==> config.mk <==
export PLATFORM = sky130hd
export DESIGN_NAME = vga_timing_gen
export DESIGN_NICKNAME = d
export VERILOG_FILES = /design/src/rtl/vga_timing_gen.sv
export SDC_FILE = /design/constraint.sdc
export NUM_CORES = 1
export LEC_CHECK = 0
export CAP_MARGIN = 30
export CORE_MARGIN = 2
export CORE_UTILIZATION = 34
export DETAILED_ROUTE_END_ITERATION = 8
export DONT_BUFFER_PORTS = 1
export GPL_TIMING_DRIVEN = 0
export SLEW_MARGIN = 0
export SYNTH_ARGS = -nofsm -noshare
export SYNTH_HDL_FRONTEND = slang
export SYNTH_SLANG_ARGS = --single-unit
==> constraint.sdc <==
create_clock -name pixel_clk -period 6.6 [get_ports pixel_clk]
set_input_delay 0.66 -clock pixel_clk [delete_from_list [all_inputs] [get_ports pixel_clk]]
set_output_delay 0.66 -clock pixel_clk [all_outputs]
set_load 0.02 [all_outputs]
==> src/rtl/vga_timing_gen.sv <==
`timescale 1ns/1ps
// ---------------------------------------------------------------------------
// vga_timing_gen
//
// Raster timing generator for a VGA-style display. It produces horizontal and
// vertical sync, active-area flags and the current pixel coordinate. The
// horizontal and vertical positions each move through four segments:
// ACTIVE -> FRONT porch -> SYNC -> BACK porch.
//
// Ports
//   pixel_clk   in   sole clock; all logic runs on its rising edge
//   rst         in   synchronous, active-low reset
//   pix_en      in   pixel advance strobe; nothing moves while it is low
//   VGA_HS      out  horizontal sync, SYNC_POL level inside the sync segment
//   VGA_VS      out  vertical sync, SYNC_POL level inside the sync segment
//   Hact        out  high while pixel_x < H_ACTIVE
//   Vact        out  high while pixel_y < V_ACTIVE
//   data_en     out  Hact & Vact
//   pixel_x     out  horizontal position, 0 .. H_TOTAL-1
//   pixel_y     out  vertical position, 0 .. V_TOTAL-1
//   line_start  out  high for the advance that lands on pixel_x == 0
//   frame_start out  high for the advance that lands on (0,0)
//
// Every output is a register. Each one is decoded from the *next* counter
// value, so pixel_x/pixel_y and all flags change together on the same edge.
// H_TOTAL and V_TOTAL must fit in 10 bits. Every segment (porches and sync)
// must be at least one pixel/line wide, because the segment FSMs step on
// boundary matches.
// ---------------------------------------------------------------------------
module vga_timing_gen #(
    parameter int H_ACTIVE = 640,
    parameter int H_FP     = 16,
    parameter int H_SYNC   = 96,
    parameter int H_BP     = 48,
    parameter int V_ACTIVE = 480,
    parameter int V_FP     = 10,
    parameter int V_SYNC   = 2,
    parameter int V_BP     = 33,
    parameter bit SYNC_POL = 1'b0
) (
    input  logic       pixel_clk,
    input  logic       rst,
    input  logic       pix_en,
    output logic       VGA_HS,
    output logic       VGA_VS,
    output logic       Hact,
    output logic       Vact,
    output logic       data_en,
    output logic [9:0] pixel_x,
    output logic [9:0] pixel_y,
    output logic       line_start,
    output logic       frame_start
);

    localparam int H_TOTAL = H_ACTIVE + H_FP + H_SYNC + H_BP;
    localparam int V_TOTAL = V_ACTIVE + V_FP + V_SYNC + V_BP;

    // Segment boundaries: the first coordinate of each segment.
    localparam logic [9:0] H_FP_START   = 10'(H_ACTIVE);
    localparam logic [9:0] H_SYNC_START = 10'(H_ACTIVE + H_FP);
    localparam logic [9:0] H_BP_START   = 10'(H_ACTIVE + H_FP + H_SYNC);
    localparam logic [9:0] H_LAST       = 10'(H_TOTAL - 1);

    localparam logic [9:0] V_FP_START   = 10'(V_ACTIVE);
    localparam logic [9:0] V_SYNC_START = 10'(V_ACTIVE + V_FP);
    localparam logic [9:0] V_BP_START   = 10'(V_ACTIVE + V_FP + V_SYNC);
    localparam logic [9:0] V_LAST       = 10'(V_TOTAL - 1);

    localparam logic SYNC_ON  = SYNC_POL;
    localparam logic SYNC_OFF = ~SYNC_POL;

    typedef enum logic [1:0] {
        SEG_ACTIVE,
        SEG_FRONT,
        SEG_SYNC,
        SEG_BACK
    } seg_t;

    seg_t       h_seg, h_seg_nxt;
    seg_t       v_seg, v_seg_nxt;
    logic [9:0] x_nxt, y_nxt;
    logic       line_wrap;

    logic       hs_nxt, vs_nxt;
    logic       hact_nxt, vact_nxt;
    logic       ls_nxt, fs_nxt;

    // Position that the counters take on the next advance.
    always_comb begin
        line_wrap = (pixel_x == H_LAST);
        x_nxt     = line_wrap ? 10'd0 : pixel_x + 10'd1;
        y_nxt     = pixel_y;
        if (line_wrap) begin
            y_nxt = (pixel_y == V_LAST) ? 10'd0 : pixel_y + 10'd1;
        end
    end

    // Horizontal segment FSM: moves when the next x hits a segment boundary.
    always_comb begin
        h_seg_nxt = h_seg;
        case (h_seg)
            SEG_ACTIVE: if (x_nxt == H_FP_START)   h_seg_nxt = SEG_FRONT;
            SEG_FRONT:  if (x_nxt == H_SYNC_START) h_seg_nxt = SEG_SYNC;
            SEG_SYNC:   if (x_nxt == H_BP_START)   h_seg_nxt = SEG_BACK;
            SEG_BACK:   if (x_nxt == 10'd0)        h_seg_nxt = SEG_ACTIVE;
            default:                               h_seg_nxt = SEG_BACK;
        endcase
    end

    // Vertical segment FSM: only evaluated on the advance that wraps the
    // line, so VGA_VS and Vact can only change together with pixel_x -> 0.
    always_comb begin
        v_seg_nxt = v_seg;
        if (line_wrap) begin
            case (v_seg)
                SEG_ACTIVE: if (y_nxt == V_FP_START)   v_seg_nxt = SEG_FRONT;
                SEG_FRONT:  if (y_nxt == V_SYNC_START) v_seg_nxt = SEG_SYNC;
                SEG_SYNC:   if (y_nxt == V_BP_START)   v_seg_nxt = SEG_BACK;
                SEG_BACK:   if (y_nxt == 10'd0)        v_seg_nxt = SEG_ACTIVE;
                default:                               v_seg_nxt = SEG_BACK;
            endcase
        end
    end

    // Output decode from the next segment/position so the registered flags
    // line up with the registered counters.
    always_comb begin
        hact_nxt = (h_seg_nxt == SEG_ACTIVE);
        vact_nxt = (v_seg_nxt == SEG_ACTIVE);
        hs_nxt   = (h_seg_nxt == SEG_SYNC) ? SYNC_ON : SYNC_OFF;
        vs_nxt   = (v_seg_nxt == SEG_SYNC) ? SYNC_ON : SYNC_OFF;
        ls_nxt   = (x_nxt == 10'd0);
        fs_nxt   = (x_nxt == 10'd0) && (y_nxt == 10'd0);
    end

    // Counters and segment state. Reset parks the raster on the very last
    // pixel of a frame so that the first advance lands on (0,0).
    always_ff @(posedge pixel_clk) begin
        if (!rst) begin
            pixel_x <= H_LAST;
            pixel_y <= V_LAST;
            h_seg   <= SEG_BACK;
            v_seg   <= SEG_BACK;
        end else if (pix_en) begin
            pixel_x <= x_nxt;
            pixel_y <= y_nxt;
            h_seg   <= h_seg_nxt;
            v_seg   <= v_seg_nxt;
        end
    end

    // Output registers. They hold between advances, so line_start and
    // frame_start stay high until the next strobe; consumers qualify them
    // with pix_en to see one event per advance.
    always_ff @(posedge pixel_clk) begin
        if (!rst) begin
            VGA_HS      <= SYNC_OFF;
            VGA_VS      <= SYNC_OFF;
            Hact        <= 1'b0;
            Vact        <= 1'b0;
            data_en     <= 1'b0;
            line_start  <= 1'b0;
            frame_start <= 1'b0;
        end else if (pix_en) begin
            VGA_HS      <= hs_nxt;
            VGA_VS      <= vs_nxt;
            Hact        <= hact_nxt;
            Vact        <= vact_nxt;
            data_en     <= hact_nxt & vact_nxt;
            line_start  <= ls_nxt;
            frame_start <= fs_nxt;
        end
    end

endmodule

==> out/metrics.cfg <==
[cells_and_area]
final_cell_area_sq_mm=0.00250
drive_gt1_frac=0.114
diodes=0
final_util=0.374
nets=305
area.growth.synth_to_final_pct=8.18
n_fill_cell=704

[global_route]
antenna_found_initial=0
grt_pass1_wl_um=10500
track_usage=0.178
grt_max_degree=12
grt_pass1_vias=2061
grt_overflow=0

[yosys]
synth.distinct_cells=71
synth_seq_cells=31
seq_area_frac_synth=0.269
synthTopCellsByArea=dfxtp_1, o21ai_0, nand2_1
synthCells=291
synthDominantCellAreaShare=0.269
yosys_warnings=0
netlist_area_sq_mm=0.00231
synth_top_area_cell=dfxtp_1
synth-edff-count=0
avgSynthCellArea_sq_um=7.93
synth_most_common_cell=dfxtp_1
synthArstFlopShare=0
ys.flop_type=dfxtp_1
netlist_top_cells_count=dfxtp_1, nand2_1, o21ai_0
syn_nets=298

[placement]
portBuffers=0
place_congestion=0.831
detailedPlacementHpwl_um=4690
postPlaceCellArea_sq_mm=0.00241

[route]
drtAntennaViolNets=0
drt_iter0_drc=157
num_vias=2291
drtPass1Iterations=5
route.final.wire_length_um=6510
vias_per_cell=6.04
wl_per_cell_um=17.2
drc_errors=0

[floorplanning]
die_area_sq_mm=0.00746
die_w_um=86.4
die_y_um=86.4
start_util=0.346
fp.coreArea_sq_mm=0.00668
num_rows=30
pin_count=30

[clock_network]
cts_sinks=31
cts_made_buffers=5
clockRootBuffer=clkbuf_8
clockBufferDepth=2
cts_hold_buffers=0
cts_tree=built
cts-htree-levels=2
path_clk_slew_ps=80
cts_setup_buffers=0
clkLatencyLatePin_ps=290
ctsResizeCount=0

[sta]
worst_pin_slew_ps=832
timing.slew.headroom=0.441
drv_slew=0
rsz0062_at_grt=false
fmax_ghz=0.282
fin_tns_setup_ps=0
period_minus_slack_ps=3550
fin_skew_ps=12.0
setup_viol=0
fin_crit_sh=0.538
hold_viol_final=0

[worst_hold_path]
hold_path.class=reg2reg

[setup_path]
cp-start-kind=flip-flop
cp.required_ps=6790
path_cells=ha_1, nand4_2, nor3_4, nand2_1, or4_4, a2111oi_4, a41oi_1, and2_2, a211o_1
critPathBufInv=0
arrival_ps=3740
slowest_delay_ps=570
cp-end-kind=flip-flop
crit_slowest_cell=dfxtp_1
cp_top_family=simple AND/OR/NAND/NOR gates
crit_fanout=8
critPathKind=reg2reg

[power]
comb_power_share=0.362
switching_share=0.409
power_density_mw_per_mm2=245
vdd.ir_drop.worst_mv=0.118
power.share.sequential=0.383
leakagePower_nw=0.848
internal-power_uw=362
switchingPower_uw=250
power_frac_clock=0.255

[status]
status=complete, no violations

[run]
drv_cap=0

[cell families after synthesis]
| logic type | synth area share |
|---|---|
| muxes | 0.00921 |
| xor gates and xnor gates | 0.0304 |
| AOI/OAI and AO/OA | 0.288 |
| adders and majority gates | 0.0217 |
| buffers and inverters | 0.0678 |
| DFF | 0.269 |
| and+or+nand+nor | 0.314 |
[power groups by stage]
stage                     clock network (mW)  logic, mW  registers (mW)
final                                  0.156      0.222           0.235
after global routing                   0.168      0.247           0.237
after CTS                              0.160      0.221           0.234
after detailed placement                   0      0.220           0.239
after global placement                     0      0.218           0.238
after floorplan                            0      0.175           0.233
[registers in the layout, indices dropped and copies added (netlist names)]
name         flops
Hact             1
VGA_HS           1
VGA_VS           1
Vact             1
data_en          1
frame_start      1
h_seg            2
line_start       1
pixel_x         10
pixel_y         10
v_seg            2
[area by class of cell]
type	instances	area, sq um	area share
well taps	80	100	0.0401
clock inverters	3	20.0	0.00802
inverters	6	22.5	0.00902
flip-flops and latches	31	621	0.248
clock buffers	5	68.8	0.0276
plain buffers	22	134	0.0536
multi-input cells	232	1530	0.613
[worst paths after layout]
path	depth (start not counted)	endpoint	slack (ps)	start
worst max-delay path	9	VGA_VS$_SDFFE_PN1P_	3050	pixel_x[0]$_SDFFE_PN1P_
worst min-delay path	1	v_seg[0]$_SDFFE_PN1P_	500	v_seg[0]$_SDFFE_PN1P_
worst max register to register	9	VGA_VS$_SDFFE_PN1P_	3050	pixel_x[0]$_SDFFE_PN1P_
worst min register to register	1	v_seg[0]$_SDFFE_PN1P_	500	v_seg[0]$_SDFFE_PN1P_
[metrics by stage]
stage               setup WS, ps  instances  total power, mW  hold WS [ps]
global route                2820        379            0.653           524
detailed placement          3040        371            0.458           481
global placement            3060        371            0.456           479
floorplan                   3520        291            0.408           452
finish                      3050        379            0.612           502
CTS                         3040        379            0.615           500
[layout by cell type (no fill, tap or decap), drive strengths merged, types with 3 or more instances in the layout]
master / netlist / final
dfxtp: 31 / 31
ha: 4 / 4
o31a: 4 / 4
a21boi: 3 / 3
buf: 8 / 8
or4: 4 / 4
o2111ai: 3 / 3
nor2: 17 / 17
inv: 6 / 6
xnor2: 6 / 6
nand3b: 3 / 3
nand4: 6 / 6
and2: 10 / 10
nor4: 5 / 5
a21oi: 13 / 13
nand2b: 5 / 5
nor2b: 4 / 4
o211ai: 9 / 9
and2b: 3 / 3
nand3: 15 / 15
nand2: 29 / 29
and4: 3 / 3
clkbuf: 14 / 19
o21ai: 23 / 23
nor3: 8 / 8
and3: 5 / 5
a2bb2oi: 3 / 3
[routing by layer]
| metal | share of wire | vias to the layer above | global-route usage | routed length, um |
|---|---|---|---|---|
| met5 | 0 | - | 0 | 0 |
| met4 | 0.013 | 0 | 0.0554 | 85 |
| met3 | 0.055 | 7 | 0.0390 | 356 |
| met2 | 0.44 | 68 | 0.271 | 2870 |
| met1 | 0.49 | 1102 | 0.251 | 3200 |
| li1 | - | 1114 | - | - |
No activity file was read; power rests on OpenSTA's default activity.
